<file path="src/rtl/pc_cfr_peak_detector.sv">
// PC-CFR peak detector: finds local magnitude maxima in a NUM_PHASES-wide polar
// sample stream, applies sample-granular blanking and emits the excess over the clip level.
module pc_cfr_peak_detector #(
    parameter int DATA_WIDTH  = 16,
    parameter int THETA_WIDTH = 8,
    parameter int NUM_PHASES  = 2,
    parameter int BLANK_WIDTH = 8,
    parameter int PW          = (NUM_PHASES > 1) ? $clog2(NUM_PHASES) : 1
) (
    input  logic                                  clk,
    input  logic                                  rst,
    input  logic [NUM_PHASES*(DATA_WIDTH+1)-1:0]  data_r_in,
    input  logic [NUM_PHASES*THETA_WIDTH-1:0]     data_theta_in,
    input  logic                                  ctrl_enable,
    input  logic [DATA_WIDTH:0]                   ctrl_pd_threshold,
    input  logic [DATA_WIDTH:0]                   ctrl_clipping_threshold,
    input  logic [BLANK_WIDTH-1:0]                ctrl_blank_len,
    input  logic                                  ctrl_count_clear,
    output logic [DATA_WIDTH:0]                   peak_r,
    output logic [THETA_WIDTH-1:0]                peak_theta,
    output logic [PW-1:0]                         peak_phase,
    output logic                                  peak_valid,
    output logic [31:0]                           peak_count
);

    localparam int RW  = DATA_WIDTH + 1;
    localparam int NP  = NUM_PHASES;
    localparam int BRW = BLANK_WIDTH + 1;
    localparam int RV  = NP * RW;
    localparam int TV  = NP * THETA_WIDTH;

    // S1: input word plus the centre word held back one clock, so that the
    // following word's phase 0 is available as lookahead for the last phase.
    logic [RV-1:0] s1_r_q;
    logic [TV-1:0] s1_theta_q;
    logic [RV-1:0] ctr_r_q;
    logic [TV-1:0] ctr_theta_q;
    logic [RW-1:0] hist_r_q;

    always_ff @(posedge clk or posedge rst) begin
        if (rst) begin
            s1_r_q      <= '0;
            s1_theta_q  <= '0;
            ctr_r_q     <= '0;
            ctr_theta_q <= '0;
            hist_r_q    <= '0;
        end else begin
            s1_r_q      <= data_r_in;
            s1_theta_q  <= data_theta_in;
            ctr_r_q     <= s1_r_q;
            ctr_theta_q <= s1_theta_q;
            hist_r_q    <= ctr_r_q[RV-1 -: RW];
        end
    end

    // S2: per-phase local-maximum test; >= on the left makes the last plateau sample win.
    logic [NP-1:0] cand_d;

    for (genvar p = 0; p < NP; p++) begin : g_cand
        logic [RW-1:0] cur;
        logic [RW-1:0] prv;
        logic [RW-1:0] nxt;

        assign cur = ctr_r_q[p*RW +: RW];

        if (p == 0) begin : g_first
            assign prv = hist_r_q;
        end else begin : g_prev
            assign prv = ctr_r_q[(p-1)*RW +: RW];
        end

        if (p == NP - 1) begin : g_last
            assign nxt = s1_r_q[RW-1:0];
        end else begin : g_next
            assign nxt = ctr_r_q[(p+1)*RW +: RW];
        end

        assign cand_d[p] = (cur > ctrl_pd_threshold) && (cur >= prv) && (cur > nxt);
    end

    logic [NP-1:0] s2_cand_q;
    logic [RV-1:0] s2_r_q;
    logic [TV-1:0] s2_theta_q;

    always_ff @(posedge clk or posedge rst) begin
        if (rst) begin
            s2_cand_q  <= '0;
            s2_r_q     <= '0;
            s2_theta_q <= '0;
        end else begin
            s2_cand_q  <= cand_d;
            s2_r_q     <= ctr_r_q;
            s2_theta_q <= ctr_theta_q;
        end
    end

    // S3: pick the largest unblanked candidate; ascending scan with strict '>'
    // keeps the lowest phase on equal magnitudes.
    logic                   sel_found;
    logic [PW-1:0]          sel_idx;
    logic [RW-1:0]          sel_r;
    logic [THETA_WIDTH-1:0] sel_theta;
    logic [BRW-1:0]         blank_rem_q;

    always_comb begin
        sel_found = 1'b0;
        sel_idx   = '0;
        sel_r     = '0;
        sel_theta = '0;
        for (int p = 0; p < NP; p++) begin
            if (s2_cand_q[p] && (p >= int'(blank_rem_q)) &&
                (!sel_found || (s2_r_q[p*RW +: RW] > sel_r))) begin
                sel_found = 1'b1;
                sel_idx   = PW'(p);
                sel_r     = s2_r_q[p*RW +: RW];
                sel_theta = s2_theta_q[p*THETA_WIDTH +: THETA_WIDTH];
            end
        end
    end

    logic                   emit;
    logic [31:0]            tail;
    logic [31:0]            len_ext;
    logic [BRW-1:0]         blank_d;
    logic [RW-1:0]          excess_d;
    logic [31:0]            count_q;
    logic [31:0]            count_d;
    logic                   valid_q;
    logic [RW-1:0]          pr_q;
    logic [THETA_WIDTH-1:0] theta_q;
    logic [PW-1:0]          phase_q;

    always_comb begin
        emit    = ctrl_enable & sel_found;
        // Samples of the emitting clock after the peak already count against the window.
        tail    = 32'(NP - 1) - 32'(sel_idx);
        len_ext = 32'(ctrl_blank_len);
        blank_d = '0;
        if (!ctrl_enable) begin
            blank_d = '0;
        end else if (emit) begin
            blank_d = (len_ext > tail) ? BRW'(len_ext - tail) : '0;
        end else begin
            blank_d = (blank_rem_q > BRW'(NP)) ? (blank_rem_q - BRW'(NP)) : '0;
        end

        excess_d = (sel_r > ctrl_clipping_threshold) ? (sel_r - ctrl_clipping_threshold) : '0;

        count_d = count_q;
        if (ctrl_count_clear) begin
            count_d = '0;
        end else if (emit && (count_q != 32'hFFFF_FFFF)) begin
            count_d = count_q + 32'd1;
        end
    end

    always_ff @(posedge clk or posedge rst) begin
        if (rst) begin
            blank_rem_q <= '0;
            count_q     <= '0;
            valid_q     <= 1'b0;
            pr_q        <= '0;
            theta_q     <= '0;
            phase_q     <= '0;
        end else begin
            blank_rem_q <= blank_d;
            count_q     <= count_d;
            valid_q     <= emit;
            pr_q        <= emit ? excess_d : '0;
            theta_q     <= emit ? sel_theta : '0;
            phase_q     <= emit ? sel_idx : '0;
        end
    end

    assign peak_valid = valid_q;
    assign peak_r     = pr_q;
    assign peak_theta = theta_q;
    assign peak_phase = phase_q;
    assign peak_count = count_q;

endmodule

</file>
<file path="config.mk">
export PLATFORM = sky130hd
export DESIGN_NAME = pc_cfr_peak_detector
export DESIGN_NICKNAME = d
export VERILOG_FILES = /design/src/rtl/pc_cfr_peak_detector.sv
export SDC_FILE = /design/constraint.sdc
export NUM_CORES = 1
export LEC_CHECK = 0
export BUFFER_PORTS_ARGS = -buffer_cell sky130_fd_sc_hd__buf_4
export CORE_ASPECT_RATIO = 1.2
export CORE_MARGIN = 4
export CORE_UTILIZATION = 35
export CTS_CLUSTER_SIZE = 20
export DETAILED_ROUTE_END_ITERATION = 10
export GPL_ROUTABILITY_DRIVEN = 0
export HOLD_SLACK_MARGIN = 0.03
export PLACE_DENSITY = 0.61
export SYNTH_ARGS = -nofsm -noshare
export SYNTH_HDL_FRONTEND = slang
export SYNTH_SLANG_ARGS = --single-unit
</file>
<file path="constraint.sdc">
create_clock -name clk -period 9.7 [get_ports clk]
set_clock_uncertainty 0.2 [all_clocks]
set_input_delay 1.94 -clock clk [delete_from_list [all_inputs] [get_ports clk]]
set_output_delay 1.94 -clock clk [all_outputs]
set_load 0.02 [all_outputs]
</file>
# Word-level counts from Yosys, hierarchy flattened
# Cells that the tools add are included.
# op_classes
n_eq_ne	1
n_reduce_logical	11
bitwise	1
add_sub_neg	5
n_lt_le_gt_ge	12
muxes	17
# op_table
operator	n
$gt A17 B17 Y1	6
$mux W17	4
$mux W32	2
$mux W9	4
$ge A17 B17 Y1	2
$add A32 B1 Y32 const B	1
$gt A8 B32 Y1	1
$ne A32 B32 Y1 const B	1
$mux W8	3
$ge A1 B9 Y1 const A	2
$sub A17 B17 Y17	1
$gt A9 B2 Y1 const B	1
$sub A9 B2 Y9	1
$sub A9 B2 Y9 const B	1
$logic_and A1 B1 Y1	8
$mux W1	4
$reduce_bool A2 Y1	1
$sub A1 B1 Y2 const A	1
$and A1 B1 Y1	1
$logic_not A1 Y1	1
$logic_or A1 B1 Y1	1
# totals
regBits	237

# Depth between registers and ports, before layout
# Gate-level depths: netlist of the first run.
# depth
word_depth	12
ltp_mapped	23
ltp_nobuf	21

# Least setup slack after synthesis of the first run
# OpenSTA, ideal clock, no wires.
# synth_timing
path_type	reg2reg
start	register blank_rem_q[6]
end	register pr_q[10], in the netlist peak_r[10]
required_ns	9.379
setup_slack_ns	4.166
arrival_ns	5.213
stages_incl_launch_ff	23
period_less_slack_ns	5.534
setup_time_ns	0.121
cell_sequence	dfrtp_1 nor4_2 nand2_1 nor2_1 clkbuf_1 nand2_1 ha_1 a21o_1 a221o_1 a2111oi_1 o21ai_1 nand2_1 buf_4 mux2i_1 ha_1 clkbuf_1 a21oi_1 nand2_1 o211ai_1 o311ai_1 o21ai_2 buf_2 nor2_1
# synth_via
elab_chain_cells	10
# synth_lines
element	line_no	text
start: declaration	103	logic [BRW-1:0] blank_rem_q;
start signal: assignment	166	blank_rem_q <= blank_d;
$ge A1 B9 Y1	111	if (s2_cand_q[p] && (p >= int'(blank_rem_q)) &&
$logic_and A1 B1 Y1	111	
$mux W17 / $mux W1 (equally long branches)	111	
$gt A17 B17 Y1 / $logic_not A1 Y1 (equally long branches)	112	(!sel_found || (s2_r_q[p*RW +: RW] > sel_r))) begin
$logic_or A1 B1 Y1	112	
$logic_and A1 B1 Y1	111	
$mux W17	111	
$sub A17 B17 Y17 / $gt A17 B17 Y1 (equally long branches)	147	excess_d = (sel_r > ctrl_clipping_threshold) ? (sel_r - ctrl_clipping_threshold) : '0;
$mux W17	147	
$mux W17 (*)	169	pr_q <= emit ? excess_d : '0;
end signal: assignment	169	
end: declaration	129	logic [RW-1:0] pr_q;
# Every way passes the cells marked *; elsewhere a longest branch is shown, timed or not.
# A chain may end at the register's enable or synchronous reset.

# Worst setup path in the final report of the first run
# layout_timing
start	register blank_rem_q[4]
end	register pr_q[16], in the netlist peak_r[16]
# The elaborated chain is that of the path after synthesis.

==> results of run 1 <==
==> sequential cells by signal (all words and copies together) (netlist names), 2 cells and up <==
name         flops
ctr_r_q         34
s2_cand_q        2
s2_r_q          33
ctr_theta_q     16
peak_r          17
peak_count      32
peak_theta       8
s1_theta_q      16
blank_rem_q      9
s1_r_q          34
s2_theta_q      16
==> area by class of cell <==
type | instances | area (um^2)
Timing Repair Buffer | 158 | 1190
Fill cell | 2868 | 17300
Sequential cell | 220 | 5510
Clock inverter | 11 | 126
Clock buffer | 33 | 706
Tap cell | 396 | 495
Multi-Input combinational cell | 657 | 4860
Inverter | 102 | 390
==> metal layers <==
| metal | share of wire | global-route usage | vias to the layer above |
|---|---|---|---|
| li1 | - | - | 3842 |
| met1 | 0.43 | 0.188 | 3751 |
| met2 | 0.49 | 0.255 | 170 |
| met3 | 0.046 | 0.0230 | 41 |
| met4 | 0.027 | 0.0429 | 0 |
| met5 | 0 | 0 | - |
==> metrics by stage <==
step / setup WS, ns / area [um^2]
after floorplan: 1.54 / 10900
after global placement: 3.14 / 12400
after detailed placement: 2.93 / 12400
after CTS: 2.88 / 13300
after global routing: 2.22 / 13300
final: 2.93 / 13300
==> synthesized netlist by cell type (all sizes together), types with 10 or more instances <==
cell      n
o22ai    10
and3     10
ha      125
xor2     30
dfrtp   220
inv     102
a21oi    52
nand3    42
nand4    37
nor3     20
xnor2    18
o21ai    31
nor2b    11
o211ai   12
mux2i    17
a211oi   16
nor2     73
nand2    56
nor4     11
==> power by group through the flow <==
| stage | Sequential, mW | Clock, mW | Combinational, mW |
|---|---|---|---|
| floorplan | 1.00 | 0 | 0.243 |
| global placement | 1.01 | 0 | 0.340 |
| detailed placement | 1.01 | 0 | 0.348 |
| CTS | 0.997 | 0.964 | 0.349 |
| global route | 1.00 | 1.01 | 0.393 |
| finish | 0.997 | 0.936 | 0.345 |
==> worst max-delay path, cell delays in order (launching register included) <==
cell and delay, ns:
dfrtp_1 0.42, nor4_2 0.48, nand2_1 0.19, nor2_1 0.14
buf_4 0.27, nand2_1 0.12, ha_1 0.31, a21o_1 0.17
a221o_1 0.34, a2111oi_1 0.48, o21ai_1 0.33, nand2_1 0.86
mux2i_1 0.30, ha_1 0.32, o21a_1 0.21, o31a_1 0.14
o211ai_1 0.35, o311ai_1 0.23, o21ai_2 0.62, nor3_1 0.13
==> worst min path at each step <==
stage / start / to / depth (start not counted)
after floorplan: s1_r_q[17] / ctr_r_q[17] / 0
after global placement: ctr_theta_q[15] / s2_theta_q[15] / 0
after detailed placement: s1_r_q[30] / ctr_r_q[30] / 0
after CTS: s1_r_q[23] / ctr_r_q[23] / 0
after global routing: s1_r_q[33] / ctr_r_q[33] / 0
final: s1_r_q[23] / ctr_r_q[23] / 0
==> logic make-up after synthesis <==
| group | after synthesis | synth area share |
|---|---|---|
| buffers and inverters | 120 | 0.0444 |
| and+or+nand+nor | 296 | 0.145 |
| adders and majority gates | 126 | 0.146 |
| muxes | 19 | 0.0181 |
| DFF | 220 | 0.507 |
| xor gates and xnor gates | 48 | 0.0387 |
| AOI/OAI and AO/OA | 168 | 0.101 |
==> flow_summary_export.csv, run 1 <==
group,metric,value,unit
finish,nets,1386,
die,die-width,169,um
worst_setup_path,r2r_slack,2.93,ns
die,start_util,0.355,
yosys,syn_avg_cell_area,10.9,um^2
power_and_ir_drop,p_comb_frac,0.151,
timing,setup_tns,0,ns
die,core,0.0306,mm^2
cts,cts_made_buffers,25,
worst_setup_path,endpoint,"peak_r[16]",
placement,io_buffers,154,
power_and_ir_drop,vdd_drop_max,129,uV
die,die_y,201,um
yosys,ys_warn_count,0,
finish,area_growth,22.3,%
yosys,yosysTopAreaCell,"dfrtp_1",
cts,htreeDepth,1,
placement,dpl.hpwl,19500,um
route,drt-total-wl,25300,um
yosys,synth_seq_cells,220,
route,routed_via_density,4.95,
finish,fin_util,0.434,
worst_setup_path,rr_worst_depth,19,
worst_setup_path,worstSetupStartpointType,"flip-flop",
route,dr.pass1.iters,6,
power_and_ir_drop,p_int,1.68,mW
cts,hold_buffers,0,
finish,mostFrequentLayoutCell,"dfrtp_1",
cts,cts_sinks,220,
route,drt_iter0_drc,257,
grt,grt_max_degree,151,
yosys,synth_area_leaders,"dfrtp_1, ha_1, inv_1",
timing,rsz0062_at_grt,"false",
timing,final_max_slew_viol_count,0,
route,wl_per_cell,16.0,um
outcome,status,"finished, final reports clean",
route,postRouteAntennaNets,0,
finish,antenna_cells,0,
worst_setup_path,critPathCaptureType,"flip-flop",
flow_run,cap_violations,0,
worst_setup_path,critPathArrivalTime,6.93,ns
yosys,synth-seq-area-share,0.507,
worst_setup_path,r2r_end,"peak_r[16]",
worst_setup_path,r2r_start,"blank_rem_q[4]",
cts,clkSlewWorstSetupHoldPaths,0.06,ns
route,drc,0,
grt,grt_pass1_vias,7961,
timing,maxSlewHeadroom,0.303,
grt,grt-ovfl-total,0,
die,io_pins,155,
placement,place_inst,1533,
cts,cts-resized-gates,0,
die,row_count,70,
cts,clk_latency,0.52,ns
yosys,netlist-cell-type-count,70,
yosys,synth-edff-count,0,
cts,cts_root_buf,"clkbuf_16",
timing,final-setup-viol-count,0,
grt,antenna_found_initial,0,
worst_setup_path,startpoint,"blank_rem_q[4]",
power_and_ir_drop,power_frac_seq,0.438,
timing,tightest_slew,1.04,ns
power_and_ir_drop,p_per_area,172,mW/mm^2
grt,grtUsageTotal,0.147,
power_and_ir_drop,p_leak,6.48,nW
timing,final.min_clock_period,6.77,ns
worst_hold_path,hold_path.class,"flip-flop to flip-flop",
yosys,synth_top_area_frac,0.507,
power_and_ir_drop,p_total,2.28,mW
cts,post_cts_buffers,0,
timing,holdWs,0.137,ns
worst_setup_path,crit_type,"flip-flop to flip-flop",
finish,layoutNonFillerInstCount,1577,
timing,hold_violations,0,
power_and_ir_drop,clockPowerShare,0.411,
yosys,yosys_most_used_dff,"dfrtp_1",
worst_setup_path,crit_path_max_fanout,25,
timing,min_period_over_period,0.698,
grt,grt_pass1_wl,40700,um
cts,cts_buffer_depth,3,
route,via_count,7804,
worst_setup_path,cp.required,9.86,ns
yosys,syn-cell-area,0.0109,mm^2
yosys,syn_nets,1219,
yosys,syn_inst,997,
cts,cts_tree,"yes",
die,die-area,0.0339,mm^2
yosys,async_flop_share,1.00,
power_and_ir_drop,switchingPower,0.603,mW
power_and_ir_drop,netSwitchingFraction,0.265,
finish,mostFrequentLayoutCells,"dfrtp_1, buf_4, ha_1",
finish,drive_gt1_frac,0.195,
timing,max_freq,148,MHz
No activity file was read; power rests on OpenSTA's default activity.
==> inputs of run 2 (changes only) <==
Settings changed: PLACE_DENSITY 0.61 to 0.63.
Clock period 9.7 ns to 6.2 ns, I/O delays scaled along.
==> run 2 against run 1 <==
Worst hold slack better by 0.0092 ns. Non-clock buffer count is 8 higher. Combinational power grew 58%. Critical endpoint unchanged. Largest cell class unchanged. Highest routed layer unchanged.
==> flow_summary_export.csv, run 2 (synthesized netlist as in run 1, its figures left out) <==
group,metric,value,unit
route,drc,0,
worst_setup_path,worst_path_max_delay_cell,"a2111oi_1",
die,io_pins,155,
placement,dpl.hpwl,20000,um
finish,mostFrequentLayoutCells,"dfrtp_1, buf_4, ha_1",
finish,drive_gt1_frac,0.201,
die,die-width,169,um
cts,htreeDepth,1,
timing,max_freq,176,MHz
finish,mostFrequentLayoutCell,"dfrtp_1",
finish,antenna_cells,0,
timing,rsz0062_at_grt,"false",
die,row_count,70,
die,die-area,0.0339,mm^2
finish,fillers,2850,
grt,antenna_found_initial,0,
worst_hold_path,hold_path.class,"flip-flop to flip-flop",
cts,clk_latency,0.52,ns
route,via_count,7870,
worst_setup_path,critPathArrivalTime,5.91,ns
worst_hold_path,hold_depth,0,
flow_run,cap_violations,0,
worst_setup_path,worstSetupStartpointType,"flip-flop",
worst_setup_path,path_delay_family,"compound AO/OA/AOI/OAI gates",
timing,hold_violations,0,
worst_setup_path,path_cells,"nor4_4 > nand2_1 > nor2_1 > buf_4 > nand2_1 > ha_1 > a21o_1 > a221o_1 > a2111oi_1 > o21ai_1 > nand2_2 > mux2i_1 > ha_1 > nor2b_1 > o31a_1 > o21ba_2 > o22ai_1 > mux2_2 > nor3_1",
timing,final_max_slew_viol_count,0,
timing,maxSlewHeadroom,0.393,
cts,cts_root_buf,"clkbuf_16",
timing,min_period_over_period,0.917,
die,die_y,201,um
grt,grtUsageTotal,0.152,
grt,grt_pass1_vias,8321,
grt,grt_pass1_wl,42200,um
outcome,status,"finished, final reports clean",
worst_setup_path,cp.required,6.42,ns
worst_setup_path,rr_worst_depth,19,
timing,setup_tns,0,ns
timing,tightest_slew,0.910,ns
finish,nets,1394,
power_and_ir_drop,p_leak,6.53,nW
route,wl_per_cell,16.2,um
cts,clkSlewWorstSetupHoldPaths,0.06,ns
timing,final-setup-viol-count,0,
worst_hold_path,hold_start,"s1_theta_q[13]",
finish,area_growth,23.4,%
worst_setup_path,critPathMaxStageDelay,0.49,ns
timing,final.min_clock_period,5.68,ns
cts,cts_sinks,220,
die,core,0.0306,mm^2
route,routed_via_density,4.97,
cts,hold_buffers,0,
route,drt_iter0_drc,290,
worst_setup_path,r2r_start,"blank_rem_q[4]",
grt,grt-ovfl-total,0,
placement,io_buffers,154,
worst_setup_path,crit_path_max_fanout,25,
die,start_util,0.355,
finish,largest_registers,"ctr_r_q x34, s1_r_q x34, s2_r_q x33",
worst_setup_path,crit_buf_inv,1,
power_and_ir_drop,vdd_drop_max,235,uV
worst_setup_path,r2r_end,"peak_r[16]",
worst_setup_path,crit_type,"flip-flop to flip-flop",
grt,grt_max_degree,131,
cts,cts_made_buffers,25,
worst_hold_path,hold_path_end,"ctr_theta_q[13]",
route,dr.pass1.iters,4,
cts,cts_tree,"yes",
worst_setup_path,r2r_slack,0.52,ns
timing,holdWs,0.146,ns
power_and_ir_drop,p_per_area,271,mW/mm^2
route,postRouteAntennaNets,0,
worst_setup_path,critPathCaptureType,"flip-flop",
route,drt-total-wl,25700,um
cts,cts_buffer_depth,3,
[run 2: cell count changes in the layout (fill, tap and decap cells not counted), sizes merged]
cell    previous run  this run
buf              158       166
clkbuf            33        29
clkinv             4         3
bufinv             2         5
[run 2: where the power goes]
| group | internal, mW | leakage (nW) | switching, mW | total (mW) |
|---|---|---|---|---|
| clock | 0.957 | 0.411 | 0.564 | 1.52 |
| sequential | 1.51 | 2.72 | 0.0580 | 1.57 |
| combinational | 0.234 | 3.40 | 0.312 | 0.546 |
| total | 2.70 | 6.53 | 0.934 | 3.63 |
[run 2: worst max-delay path by stage]
| stage | from | endpoint | slack, ns | cells past startpoint |
|---|---|---|---|---|
| global placement | blank_rem_q[6] | peak_r[11] | 0.34 | 20 |
| finish | blank_rem_q[4] | peak_r[16] | 0.52 | 19 |
| CTS | blank_rem_q[4] | peak_r[12] | 0.05 | 20 |
| detailed placement | blank_rem_q[6] | peak_r[12] | 0.06 | 20 |
| global route | blank_rem_q[6] | peak_r[12] | 0.07 | 21 |
| floorplan | blank_rem_q[6] | peak_r[10] | 0.67 | 22 |
[run 2: repair_timing]
| action | CTS | global route |
|---|---|---|
| endpoints found under the hold margin | 0 | 0 |
| endpoints found under the setup margin | 0 | 17 |
| gates resized for setup | 0 | 4 |
| setup buffers | 0 | 2 |
[run 2: layout make-up]
class / count / area (um^2) / area share
flip-flops and latches: 220 / 5510 / 0.411
multi-input cells: 657 / 4890 / 0.365
repair buffers: 166 / 1260 / 0.0940
clock buffers: 29 / 651 / 0.0486
well taps: 396 / 495 / 0.0370
inverters: 102 / 387 / 0.0289
clock inverters: 13 / 205 / 0.0153
[run 2: per-layer routing]
layer  vias to the layer above  track usage  routed length [um]
met5                         -            0                   0
met4                         0       0.0551                 909
met3                        61       0.0242                1170
met2                       187        0.263               12700
met1                      3757        0.191               10900
li1                       3865            -                   -
[run 2: stage by stage]
step / util / power [mW] / instances / cell area [um^2] / setup WS (ns)
6_report: 0.438 / 3.63 / 1583 / 13400 / 0.517
5_1_grt: 0.438 / 3.84 / 1583 / 13400 / 0.0739
4_1_cts: 0.437 / 3.68 / 1581 / 13400 / 0.0451
3_5_place_dp: 0.409 / 2.13 / 1539 / 12500 / 0.0569
3_3_place_gp: 0.409 / 2.12 / 1539 / 12500 / 0.336
2_1_floorplan: - / 1.95 / 997 / 10900 / 0.666
